===== src/rtl/riscv_fetch_pkg.sv =====
// Shared fetch-stage types and constants: datapath widths, PC increment and the
// {pc, instruction} record carried through the fetch queue.
package riscv_fetch_pkg;

    localparam int unsigned XLEN      = 32;
    localparam int unsigned ILEN      = 32;
    localparam logic [31:0] PC_STEP   = 32'd4;
    localparam logic [31:0] NOP_INSTR = 32'h0000_0013;

    typedef struct packed {
        logic [XLEN-1:0] pc;
        logic [ILEN-1:0] instr;
    } fetch_entry_t;

    // Next sequential fetch address; wraps modulo 2^32.
    function automatic logic [XLEN-1:0] pc_advance(input logic [XLEN-1:0] pc);
        return pc + PC_STEP;
    endfunction

endpackage


===== src/rtl/fetch_fifo.sv =====
// Fetch queue: power-of-two circular buffer with push/pop/flush, flush dominating.
// The head entry is read straight from storage, so the read data is always a register.
module fetch_fifo #(
    parameter int unsigned DEPTH = 2,
    parameter int unsigned WIDTH = 64
) (
    input  logic             clk,
    input  logic             rst_n,
    input  logic             push_i,
    input  logic             pop_i,
    input  logic             flush_i,
    input  logic [WIDTH-1:0] wdata_i,
    output logic [WIDTH-1:0] rdata_o,
    output logic             full_o,
    output logic             empty_o
);

    localparam int unsigned PTR_W = (DEPTH > 1) ? $clog2(DEPTH) : 1;
    localparam int unsigned CNT_W = $clog2(DEPTH) + 1;

    logic [WIDTH-1:0] mem_q [DEPTH];
    logic [PTR_W-1:0] rd_ptr_q, rd_ptr_d;
    logic [PTR_W-1:0] wr_ptr_q, wr_ptr_d;
    logic [CNT_W-1:0] count_q, count_d;
    logic             do_push_s;
    logic             do_pop_s;

    assign full_o    = (count_q == CNT_W'(DEPTH));
    assign empty_o   = (count_q == {CNT_W{1'b0}});
    assign rdata_o   = mem_q[rd_ptr_q];
    assign do_pop_s  = pop_i & ~empty_o & ~flush_i;
    // A pop frees the head slot in the same cycle, so a full queue may still accept a push.
    assign do_push_s = push_i & ~flush_i & (~full_o | do_pop_s);

    // Pointer and occupancy next-state.
    always_comb begin
        rd_ptr_d = rd_ptr_q;
        wr_ptr_d = wr_ptr_q;
        count_d  = count_q;
        if (flush_i) begin
            rd_ptr_d = {PTR_W{1'b0}};
            wr_ptr_d = {PTR_W{1'b0}};
            count_d  = {CNT_W{1'b0}};
        end else begin
            if (do_push_s) begin
                wr_ptr_d = wr_ptr_q + PTR_W'(1);
            end else begin
                wr_ptr_d = wr_ptr_q;
            end
            if (do_pop_s) begin
                rd_ptr_d = rd_ptr_q + PTR_W'(1);
            end else begin
                rd_ptr_d = rd_ptr_q;
            end
            case ({do_push_s, do_pop_s})
                2'b10:   count_d = count_q + CNT_W'(1);
                2'b01:   count_d = count_q - CNT_W'(1);
                default: count_d = count_q;
            endcase
        end
    end

    // Pointer and occupancy registers.
    always_ff @(posedge clk or negedge rst_n) begin
        if (!rst_n) begin
            rd_ptr_q <= {PTR_W{1'b0}};
            wr_ptr_q <= {PTR_W{1'b0}};
            count_q  <= {CNT_W{1'b0}};
        end else begin
            rd_ptr_q <= rd_ptr_d;
            wr_ptr_q <= wr_ptr_d;
            count_q  <= count_d;
        end
    end

    // Entry storage; cleared on reset so the head reads zero immediately.
    always_ff @(posedge clk or negedge rst_n) begin
        if (!rst_n) begin
            for (int unsigned i = 0; i < DEPTH; i++) begin
                mem_q[i] <= {WIDTH{1'b0}};
            end
        end else if (do_push_s) begin
            mem_q[wr_ptr_q] <= wdata_i;
        end
    end

endmodule


===== src/rtl/instruction_fetch_unit.sv =====
// Fetch stage: PC register, fetch/redirect control and the fetch queue toward decode.
// Optional FETCH_MISALIGN_TRAP_EN adds misalign_fault and halts fetch on misaligned redirects.
module instruction_fetch_unit
    import riscv_fetch_pkg::*;
#(
    parameter logic [31:0] RESET_PC   = 32'h0000_0000,
    parameter int unsigned FIFO_DEPTH = 2
) (
    input  logic        clk,
    input  logic        rst_n,
    output logic [31:0] imem_addr,
    input  logic [31:0] imem_instr,
    input  logic        redirect_valid,
    input  logic [31:0] redirect_pc,
    output logic        dec_valid,
    output logic [31:0] dec_instr,
    output logic [31:0] dec_pc,
    input  logic        dec_ready
`ifdef FETCH_MISALIGN_TRAP_EN
    ,
    output logic        misalign_fault
`endif
);

    logic [31:0]  pc_q, pc_d;
    logic [31:0]  redirect_target_s;
    logic         halt_s;
    logic         full_s;
    logic         empty_s;
    logic         pop_s;
    logic         fetch_s;
    logic         push_s;
    fetch_entry_t push_entry_s;
    fetch_entry_t head_entry_s;

`ifdef FETCH_MISALIGN_TRAP_EN
    logic fault_q, fault_d;

    assign redirect_target_s = redirect_pc;
    assign halt_s            = fault_q;
    assign misalign_fault    = fault_q;

    // Fault flag follows the alignment of the most recent redirect.
    always_comb begin
        fault_d = fault_q;
        if (redirect_valid) begin
            fault_d = (redirect_pc[1:0] != 2'b00);
        end else begin
            fault_d = fault_q;
        end
    end

    // Fault register.
    always_ff @(posedge clk or negedge rst_n) begin
        if (!rst_n) begin
            fault_q <= 1'b0;
        end else begin
            fault_q <= fault_d;
        end
    end
`else
    assign redirect_target_s = redirect_pc & 32'hFFFF_FFFC;
    assign halt_s            = 1'b0;
`endif

    assign imem_addr  = pc_q;
    assign dec_valid  = ~empty_s;
    assign dec_instr  = head_entry_s.instr;
    assign dec_pc     = head_entry_s.pc;
    assign pop_s      = dec_valid & dec_ready;
    assign fetch_s    = ~full_s | pop_s;
    // A redirect squashes both this cycle's fetch and any pop; the queue flushes.
    assign push_s     = fetch_s & ~redirect_valid & ~halt_s;

    assign push_entry_s.pc    = pc_q;
    assign push_entry_s.instr = imem_instr;

    // PC next-state: redirect first, then sequential advance on a push.
    always_comb begin
        pc_d = pc_q;
        if (redirect_valid) begin
            pc_d = redirect_target_s;
        end else if (push_s) begin
            pc_d = pc_advance(pc_q);
        end else begin
            pc_d = pc_q;
        end
    end

    // PC register.
    always_ff @(posedge clk or negedge rst_n) begin
        if (!rst_n) begin
            pc_q <= RESET_PC;
        end else begin
            pc_q <= pc_d;
        end
    end

    fetch_fifo #(
        .DEPTH (FIFO_DEPTH),
        .WIDTH ($bits(fetch_entry_t))
    ) u_fetch_fifo (
        .clk     (clk),
        .rst_n   (rst_n),
        .push_i  (push_s),
        .pop_i   (pop_s),
        .flush_i (redirect_valid),
        .wdata_i (push_entry_s),
        .rdata_o (head_entry_s),
        .full_o  (full_s),
        .empty_o (empty_s)
    );

endmodule


===== config.mk =====
export PLATFORM = sky130hd
export DESIGN_NAME = instruction_fetch_unit
export DESIGN_NICKNAME = d
export VERILOG_FILES = /design/src/rtl/riscv_fetch_pkg.sv /design/src/rtl/fetch_fifo.sv /design/src/rtl/instruction_fetch_unit.sv
export SDC_FILE = /design/constraint.sdc
export NUM_CORES = 1
export LEC_CHECK = 0
export BUFFER_PORTS_ARGS = -buffer_cell sky130_fd_sc_hd__buf_2
export CORE_ASPECT_RATIO = 1.75
export CORE_UTILIZATION = 59
export DETAILED_ROUTE_END_ITERATION = 12
export PLACE_DENSITY = 0.87
export SLEW_MARGIN = 25
export SYNTH_ARGS = -nofsm -noshare
export SYNTH_HDL_FRONTEND = slang
export SYNTH_HIERARCHICAL = 1
export SYNTH_SLANG_ARGS = --single-unit

===== constraint.sdc =====
create_clock -name clk -period 4.7 [get_ports clk]
set_input_delay 0.94 -clock clk [delete_from_list [all_inputs] [get_ports clk]]
set_output_delay 0.94 -clock clk [all_outputs]
set_load 0.05 [all_outputs]

Word level (Yosys, flattened, before mapping)
Index checks and enable logic that the tools add are counted.

Input port bits: 68. Register bits after elaboration: 164. Word-level logic and storage cells: 50. Output and inout port bits: 97.

Eq/ne operators: 3. Reduce and logical (&&, ||, !) cells: 6. $lt $le $gt $ge: 3. Mux-type cells: 14. Bitwise operators: 13. Add/subtract/negate cells: 5.

Operator list (count): 64-bit 2-to-1 mux (4); 128-bit bitwise mux (1); 64-bit demux with 1-bit select (1); 32-bit 2-to-1 mux (2); 32-bit by 3-bit adder with 32-bit output, second input constant (1); 1-bit AND (6); 2-bit nonzero test (3); 2-bit == test, second input constant (2); 2-bit greater-or-equal comparator, second input constant (2); 1-bit 2-to-1 mux (4); 1-bit inverter with 2-bit output (2); 2-bit one-hot mux with 2 select lines (1); 1-bit inverter (3); 3-bit nonzero test (1); 1-bit adder, second input constant (2); 2-bit by 1-bit adder with 2-bit output, second input constant (1); 2-bit by 1-bit == test with 1-bit output, second input constant (1); 2-bit logical NOT (1); 2-bit by 1-bit less-than comparator with 1-bit output, second input constant (1); 2-bit 2-to-1 mux (1); 1-bit bitwise OR (2); 2-bit by 1-bit subtractor with 2-bit output, second input constant (1); 1-bit logical AND (1).

Longest topological paths before layout
Gate-level depths: netlist (run 1).

Word-level depth: 10. Depth in mapped cells: 10. Gate-level depth less buffers: 6.

By module
The synthesis (run 1) kept the hierarchy.

By module, submodules not included: fetch_fifo (times used 1, area each 5931.9 um^2, cells an instance 367, sequential area each 3303.2 um^2); instruction_fetch_unit (times used 1, area each 1811.7 um^2, cells an instance 210, sequential area each 750.7 um^2).

Worst setup path before layout (run 1)
No wires, ideal clock.

Path type: input port to flip-flop. From: in redirect_valid. To: reg u_fetch_fifo/mem_q[100] (netlist name). Cell stages on the path: 8. Path buffers: 5. Required time: 4575 ps. Setup time: 125 ps. Setup slack: 1915 ps. Data arrival time: 2660 ps. Cell sequence: clkbuf_1 -> clkbuf_1 -> a21oi_1 -> buf_2 -> or4b_4 -> buf_6 -> buf_6 -> mux2_4.

Cells in the longest elaborated chain, start to end: 4. Elaborated cells on any way between the ends: 6. Classes of those cells: bitwise: 6.

Ends and longest elaborated chain: from (decl) (line instruction_fetch_unit.sv:13) `input logic redirect_valid,`; 1-bit inverter (line instruction_fetch_unit.sv:73) `assign push_s = fetch_s & ~redirect_valid & ~halt_s;`; 1-bit AND (line instruction_fetch_unit.sv:73); via push_s (line instruction_fetch_unit.sv:32) `logic push_s;`; 1-bit AND (2 in series) (line fetch_fifo.sv:33) `assign do_push_s = push_i & ~flush_i & (~full_o | do_pop_s);`; to (signal, indexed assignment) (line fetch_fifo.sv:80) `mem_q[i] <= {WIDTH{1'b0}};`; to (signal, indexed assignment) (line fetch_fifo.sv:83) `mem_q[wr_ptr_q] <= wdata_i;`; to (decl) (line fetch_fifo.sv:21) `logic [WIDTH-1:0] mem_q [DEPTH];`.

The timed path passes the listed nets, and every way through them passes these cells. A chain may end at the register's enable or synchronous reset.

Worst setup path in the final report (run 1)
From: reg u_fetch_fifo.count_q[0]. To: reg u_fetch_fifo/mem_q[88] (netlist name).

Cells in the longest elaborated chain, start to end: 7. Elaborated cells on any way between the ends: 12. Classes of those cells: eq/ne: 1; bitwise: 10; reduce/logical: 1.

Ends and longest elaborated chain: from (decl) (line fetch_fifo.sv:24) `logic [CNT_W-1:0] count_q, count_d;`; from (signal assigned) (line fetch_fifo.sv:68) `count_q <= {CNT_W{1'b0}};`; from (signal assigned) (line fetch_fifo.sv:72) `count_q <= count_d;`; 2-bit logical NOT * (line fetch_fifo.sv:29) `assign empty_o = (count_q == {CNT_W{1'b0}});`; via empty_s (line instruction_fetch_unit.sv:29) `logic empty_s;`; 1-bit inverter * (line instruction_fetch_unit.sv:67) `assign dec_valid = ~empty_s;`; 1-bit AND * (line instruction_fetch_unit.sv:70) `assign pop_s = dec_valid & dec_ready;`; via pop_s (line instruction_fetch_unit.sv:30) `logic pop_s;`; 1-bit bitwise OR / 1-bit AND (equally long branches) (line instruction_fetch_unit.sv:71, fetch_fifo.sv:31); 1-bit AND, on equally long branches (line instruction_fetch_unit.sv:73, fetch_fifo.sv:31); 1-bit AND / 1-bit bitwise OR (equally long branches) (line fetch_fifo.sv:33); 1-bit AND * (line fetch_fifo.sv:33).

The timed path passes the listed nets; every way through them passes the cells marked *.

==> results of run 1 <==
per-stage QoR:
stage | hold slack, ns | util (%)
finish | 0.5019 | 71.89
global route | 0.5159 | 71.89
CTS | 0.5039 | 71.89
detailed placement | 0.4903 | 66.99
global placement | 0.4832 | 66.99
floorplan | 0.4750 | -
cell families (layout without fill, tap and decap cells):
logic type	count (synthesis)	in the layout	share of synthesized area (%)
other	1	6	0.04843
muxes	193	193	30.42
and+or+nand+nor	94	94	6.705
buffers and inverters	49	209	3.361
xor gates and xnor gates	10	10	1.131
AOI/OAI and AO/OA	67	67	5.817
DFF	162	162	52.35
adders and majority gates	1	1	0.1616
cells in the final DEF (no fill, tap or decap), types with 9 or more instances in the layout:
| cell | count |
|---|---|
| a31oi_1 | 18 |
| buf_2 | 159 |
| clkbuf_16 | 17 |
| dfrtp_1 | 161 |
| inv_1 | 9 |
| mux2_2 | 143 |
| mux2_4 | 49 |
| nand2_1 | 21 |
| nand3_1 | 10 |
| nor2_1 | 20 |
| o21ai_0 | 15 |
| o31ai_1 | 15 |
| or4_1 | 18 |
worst paths after layout:
| check | depth (start not counted) | end |
|---|---|---|
| max | 7 | u_fetch_fifo/mem_q[88] |
| min | 1 | u_fetch_fifo/mem_q[51] |
| max reg2reg | 7 | u_fetch_fifo/mem_q[88] |
| min reg2reg | 1 | u_fetch_fifo/mem_q[51] |
| max in group asynchronous | 2 | u_fetch_fifo/mem_q[21] |
| min in group asynchronous | 1 | u_fetch_fifo/mem_q[126] |
metal layers:
metal | vias up | track usage [%] | share of wire (%)
li1 | 2421 | - | -
met5 | - | 0 | 0
met2 | 162 | 47.44 | 54
met3 | 29 | 4.992 | 3.8
met1 | 2731 | 31.27 | 39
met4 | 0 | 10.45 | 2.6
sequential cells by signal, summed over array words and instances (netlist names):
name / count
u_fetch_fifo/rd_ptr_q: 1
u_fetch_fifo/wr_ptr_q: 1
u_fetch_fifo/count_q: 2
imem_addr: 30
u_fetch_fifo/mem_q: 128
report_power, final:
part	switching, W	total (W)	internal (W)
combinational	0.00113	0.00184	0.000711
sequential	0.000272	0.00209	0.00182
clock	0.000603	0.00147	0.000869
total	0.00200	0.00540	0.00340
worst max-delay path: stages, from the launching register on:
cell and delay [ns]:
dfrtp_1 0.47, nor2_1 0.22, nand2b_1 0.36, inv_1 0.22, nor3b_1 0.60, or4b_4 0.72
buf_4 0.42, mux2_2 0.38
final cells by class:
cell class              instances  area, sq um
inverters                      10        37.54
well taps                     171        214.0
flip-flops and latches        162         4055
repair buffers                167        859.6
clock buffers                  18        439.2
clock inverters                14        191.4
multi-input cells             371         3455
fillers                       865         3617
==> results.json, run 1 <==
{
  "outcome": "complete, no violations",
  "holdBufCountCts": 0,
  "cts_setup_buffers": 0,
  "seq_area_frac_synth_pct": 52.35,
  "maxCapViolCount": 0,
  "dr.pass1.iters": 6,
  "drv_slew": 0,
  "post_drt_via_cell_ratio": 5.852,
  "fp.dieH_microns": 153.6,
  "grt_pass1_vias": 5554,
  "clock-sinks": 162,
  "core_sq_um": 12870,
  "netlist_area_sq_um": 7744,
  "required_ns": 5.00,
  "startpoint": "u_fetch_fifo/count_q[0]",
  "io_pins": 165,
  "routed_wl_mm": 17.49,
  "finalSetupViolations": 0,
  "min_from": "u_fetch_fifo/mem_q[51]",
  "cts.htree.levels": 4,
  "clk_pin_slew_ns": 0.06,
  "crit_type": "flop to flop",
  "numCtsBuffers": 17,
  "grt_pass1_wl_mm": 27.83,
  "grt_remaining_overflow": 0,
  "rsz0062_at_grt": "false",
  "dieArea_sq_um": 13610,
  "hold_violations": 0,
  "clockBufferDepth": 2,
  "synth_edf_count": 0,
  "r2r-start": "u_fetch_fifo/count_q[0]",
  "synth_ff_type": "dfrtp_1",
  "crit_path_end_kind": "flop",
  "insertion_delay_ns": 0.43,
  "ir_worst_vdd_mv": 0.3846,
  "synth_most_common_cell": "dfrtp_1",
  "wl_per_cell_microns": 19.15,
  "r2r_setup_slack_ns": 1.18,
  "powerDensity_nw_per_um2": 583.7,
  "via_count": 5343,
  "dp_cells": 881,
  "syn_inst": 577,
  "antenna_found_initial": 0,
  "clockRootBuffer": "clkbuf_16",
  "start_util_pct": 60.18,
  "final.setup.worst_slack_ns": 1.176,
  "ys_ff_latch": 162,
  "postRouteAntennaNets": 0,
  "die_x_microns": 88.60,
  "dp_hpwl_mm": 11.43,
  "skew_ns": 0.01614,
  "n_antenna_cell": 0,
  "avgSynthCellArea_sq_um": 13.42,
  "cts_resized": 0,
  "pre_cts_ws_ns": 0.8995,
  "cp_max_fo": 34,
  "synth_area_leader_cell": "dfrtp_1",
  "drive_gt1_share_pct": 53.23,
  "synth_area_leaders": "dfrtp_1, mux2_2, mux2_4",
  "fin_cells": 913,
  "drc": 0,
  "critPathArrivalTime_ns": 3.83,
  "start_kind": "flop",
  "synth_common_cells": "dfrtp_1, mux2_2, mux2_4, nand2_1, nor2_1",
  "leakage_nw": 4.196,
  "area_delta_synth_final_pct": 19.47,
  "tns_ns": 0,
  "power_w": 0.005400,
  "io_buffers": 160,
  "grt_usage_pct": 26.79,
  "post-route-period-util_pct": 74.98,
  "async_flop_share_pct": 100.0,
  "finalCriticalPeriod_ns": 3.524,
  "yosysWarnings": 6,
  "synth_top_area_share_pct": 52.35,
  "dpl_cell_area_sq_um": 8621,
  "globalplace.congestion": 0.7969,
  "relSlewSlack_pct": 39.33,
  "finish.instance_area_sq_um": 9251,
  "cts_tree": "done",
  "layout.nets": 798,
  "hold_class": "flop to flop",
  "synth_cell_type_count": 42,
  "grt_max_degree": 91,
  "rows": 55,
  "drt_iter0_markers": 338,
  "tightest_slew_ns": 0.9045,
  "fmax_ghz": 0.2838
}
No activity file was read; power rests on OpenSTA's default activity.
==> run 2: changes to the inputs <==
--- a/config.mk
+++ b/config.mk
@@ -5,11 +5,12 @@
 export SDC_FILE = /design/constraint.sdc
 export NUM_CORES = 1
 export LEC_CHECK = 0
+export ABC_AREA = 1
 export BUFFER_PORTS_ARGS = -buffer_cell sky130_fd_sc_hd__buf_2
 export CORE_ASPECT_RATIO = 1.75
-export CORE_UTILIZATION = 59
+export CORE_UTILIZATION = 56
 export DETAILED_ROUTE_END_ITERATION = 12
-export PLACE_DENSITY = 0.87
+export PLACE_DENSITY = 0.83
 export SLEW_MARGIN = 25
 export SYNTH_ARGS = -nofsm -noshare
 export SYNTH_HDL_FRONTEND = slang
==> constraint.sdc (replaced) <==
create_clock -name clk -period 3.32 [get_ports clk]
set_input_delay 0.664 -clock clk [delete_from_list [all_inputs] [get_ports clk]]
set_output_delay 0.664 -clock clk [all_outputs]
set_load 0.05 [all_outputs]
==> results.json, run 2 <==
{
  "critPathArrivalTime_ns": 1.95,
  "dp_hpwl_mm": 14.19,
  "finalCriticalPeriod_ns": 2.616,
  "io_buffers": 160,
  "drc": 0,
  "slowest_stage": "dfrtp_2",
  "grt_max_degree": 69,
  "async_flop_share_pct": 100.0,
  "die_x_microns": 95.52,
  "clock-sinks": 162,
  "insertion_delay_ns": 0.41,
  "synth_edf_count": 0,
  "rows": 59,
  "dp_cells": 1395,
  "final_common_cell": "nand2_1",
  "synth_common_cells": "nand2_1, dfrtp_1, o21ai_2, inv_1, nor2_1",
  "wl_per_cell_microns": 14.46,
  "ir_worst_vdd_mv": 0.4710,
  "start_util_pct": 57.48,
  "multi_input_area_sq_um": 3735,
  "crit_path_end_kind": "primary output",
  "maxCapViolCount": 0,
  "tightest_slew_ns": 0.8893,
  "grt_pass1_vias": 7180,
  "clockRootBuffer": "clkbuf_16",
  "netlist_area_sq_um": 8571,
  "crit_type": "flop to primary output",
  "clk_pin_slew_ns": 0.06,
  "drive_gt1_share_pct": 27.54,
  "holdBufCountCts": 0,
  "synth_area_leader_cell": "dfrtp_1",
  "seq_area_frac_synth_pct": 47.30,
  "drt_iter0_markers": 398,
  "leakage_nw": 5.319,
  "outcome": "complete, no violations",
  "routed_wl_mm": 20.61,
  "synth_area_leaders": "dfrtp_1, nand2_1, o21ai_2",
  "relSlewSlack_pct": 40.50,
  "max_stage_delay_ns": 0.54,
  "core_sq_um": 14910,
  "required_ns": 2.66,
  "cpMostUsedCell": "nand2_1",
  "via_count": 7386,
  "layout.nets": 1300,
  "grt_pass1_wl_mm": 33.44,
  "n_antenna_cell": 0,
  "cp_max_fo": 40,
  "powerDensity_nw_per_um2": 1010,
  "yosysWarnings": 6,
  "fin_cells": 1425,
  "synth_cell_type_count": 31,
  "post_drt_via_cell_ratio": 5.183,
  "grt_remaining_overflow": 0,
  "skew_ns": 0.01469,
  "register_area_sq_um": 4055,
  "top_register": "u_fetch_fifo/mem_q",
  "io_pins": 165,
  "hold_class": "input pin to asynchronous set/reset pin",
  "fmax_ghz": 0.3823,
  "antenna_found_initial": 0,
  "grt_usage_pct": 27.30,
  "synth_most_common_cell": "nand2_1",
  "area_delta_synth_final_pct": 16.57,
  "clockBufferDepth": 2,
  "synth_top_area_share_pct": 47.30,
  "numCtsBuffers": 17,
  "dr.pass1.iters": 5,
  "finalSetupViolations": 0,
  "postRouteAntennaNets": 0,
  "cts.htree.levels": 4,
  "largest_register_ffs": 128,
  "final_cell_mix": "nand2_1, dfrtp_1, buf_2",
  "rsz0062_at_grt": "false",
  "num-fill-cells": 1281,
  "tns_ns": 0,
  "dieArea_sq_um": 15820,
  "ys_ff_latch": 162,
  "cts_setup_buffers": 0,
  "start_kind": "flop",
  "hold_violations": 0,
  "fp.dieH_microns": 165.7,
  "cp_cell_sequence": "inv_2, buf_4, nand2_1, nand2_1, buf_2",
  "synth_ff_type": "dfrtp_1",
  "drv_slew": 0,
  "globalplace.congestion": 0.8751,
  "r2r_setup_slack_ns": 0.76,
  "post-route-period-util_pct": 78.78,
  "syn_inst": 1084,
  "avgSynthCellArea_sq_um": 7.907,
  "cts_tree": "done",
  "cts_resized": 0
}
run 2: cell types whose count changed after synthesis, moves of 33 or more:
cell,delta
nand2_1,+462
mux2_2,-143
o21ai_2,+113
inv_1,+91
mux2_4,-49
nand3_1,+33
run 2: final cells by class:
type | count | share of cell area (%)
sequential | 162 | 40.59
clock buffer | 18 | 4.296
tap | 183 | 2.292
inverter | 107 | 4.033
multi-input combinational | 768 | 37.38
timing repair buffer | 175 | 9.580
clock inverter | 12 | 1.828
run 2: metrics by stage:
step | total power (W) | setup slack [ns] | hold slack (ns) | utilization (%) | instance area [sq um]
after floorplan | 0.007023 | 0.8369 | 0.3684 | - | 8582
after global placement | 0.007932 | 0.9028 | 0.4636 | 62.90 | 9379
after detailed placement | 0.008059 | 0.8203 | 0.4673 | 62.90 | 9379
after CTS | 0.01015 | 0.6803 | 0.2512 | 67.00 | 9991
after global routing | 0.01070 | 0.4835 | 0.2559 | 67.00 | 9991
final | 0.01009 | 0.7044 | 0.2281 | 67.00 | 9991
run 2: metal layers:
metal | track usage (%) | vias to the layer above | share of wire [%]
li1 | - | 3652 | -
met1 | 30.76 | 3431 | 38
met2 | 47.55 | 243 | 53
met3 | 4.086 | 60 | 3.5
met4 | 15.83 | 0 | 5.3
met5 | 0 | - | 0
run 2: worst paths after layout:
| path | end | startpoint | cells after the start |
|---|---|---|---|
| max | dec_pc[24] | u_fetch_fifo/rd_ptr_q | 5 |
| max reg2reg | u_fetch_fifo/mem_q[57] | u_fetch_fifo/count_q[1] | 16 |
| min in group clk | imem_addr[30] | redirect_pc[30] | 3 |
| min reg2reg | u_fetch_fifo/mem_q[80] | u_fetch_fifo/mem_q[80] | 2 |
| min | imem_addr[8] | rst_n | 1 |
| max in group asynchronous | u_fetch_fifo/mem_q[62] | rst_n | 2 |
run 2: cells by family (layout without fill, tap and decap cells):
logic type,count (synthesis),count (layout),synth area share [%]
AND/OR/NAND/NOR,599,599,27.88
flip-flops,162,162,47.30
AO/OA/AOI/OAI,157,157,14.50
buffers and inverters,157,312,9.416
XOR/XNOR,7,7,0.7153
adder cells (fa/ha/maj),1,1,0.1460
other,1,4,0.04375
run 2: critical path: cells and delay by family (launching register included):
kind | cells | cell delay [ns]
flops | 1 | 0.54
simple gates | 2 | 0.20
buf+inv | 3 | 0.77
run 2: power breakdown:
group	internal, W	switching (W)	total (W)	leakage [nW]
clock network	0.00126	0.000792	0.00205	0.289
logic	0.00122	0.00348	0.00469	3.01
registers	0.00278	0.000567	0.00334	2.02
total	0.00525	0.00484	0.0101	5.32
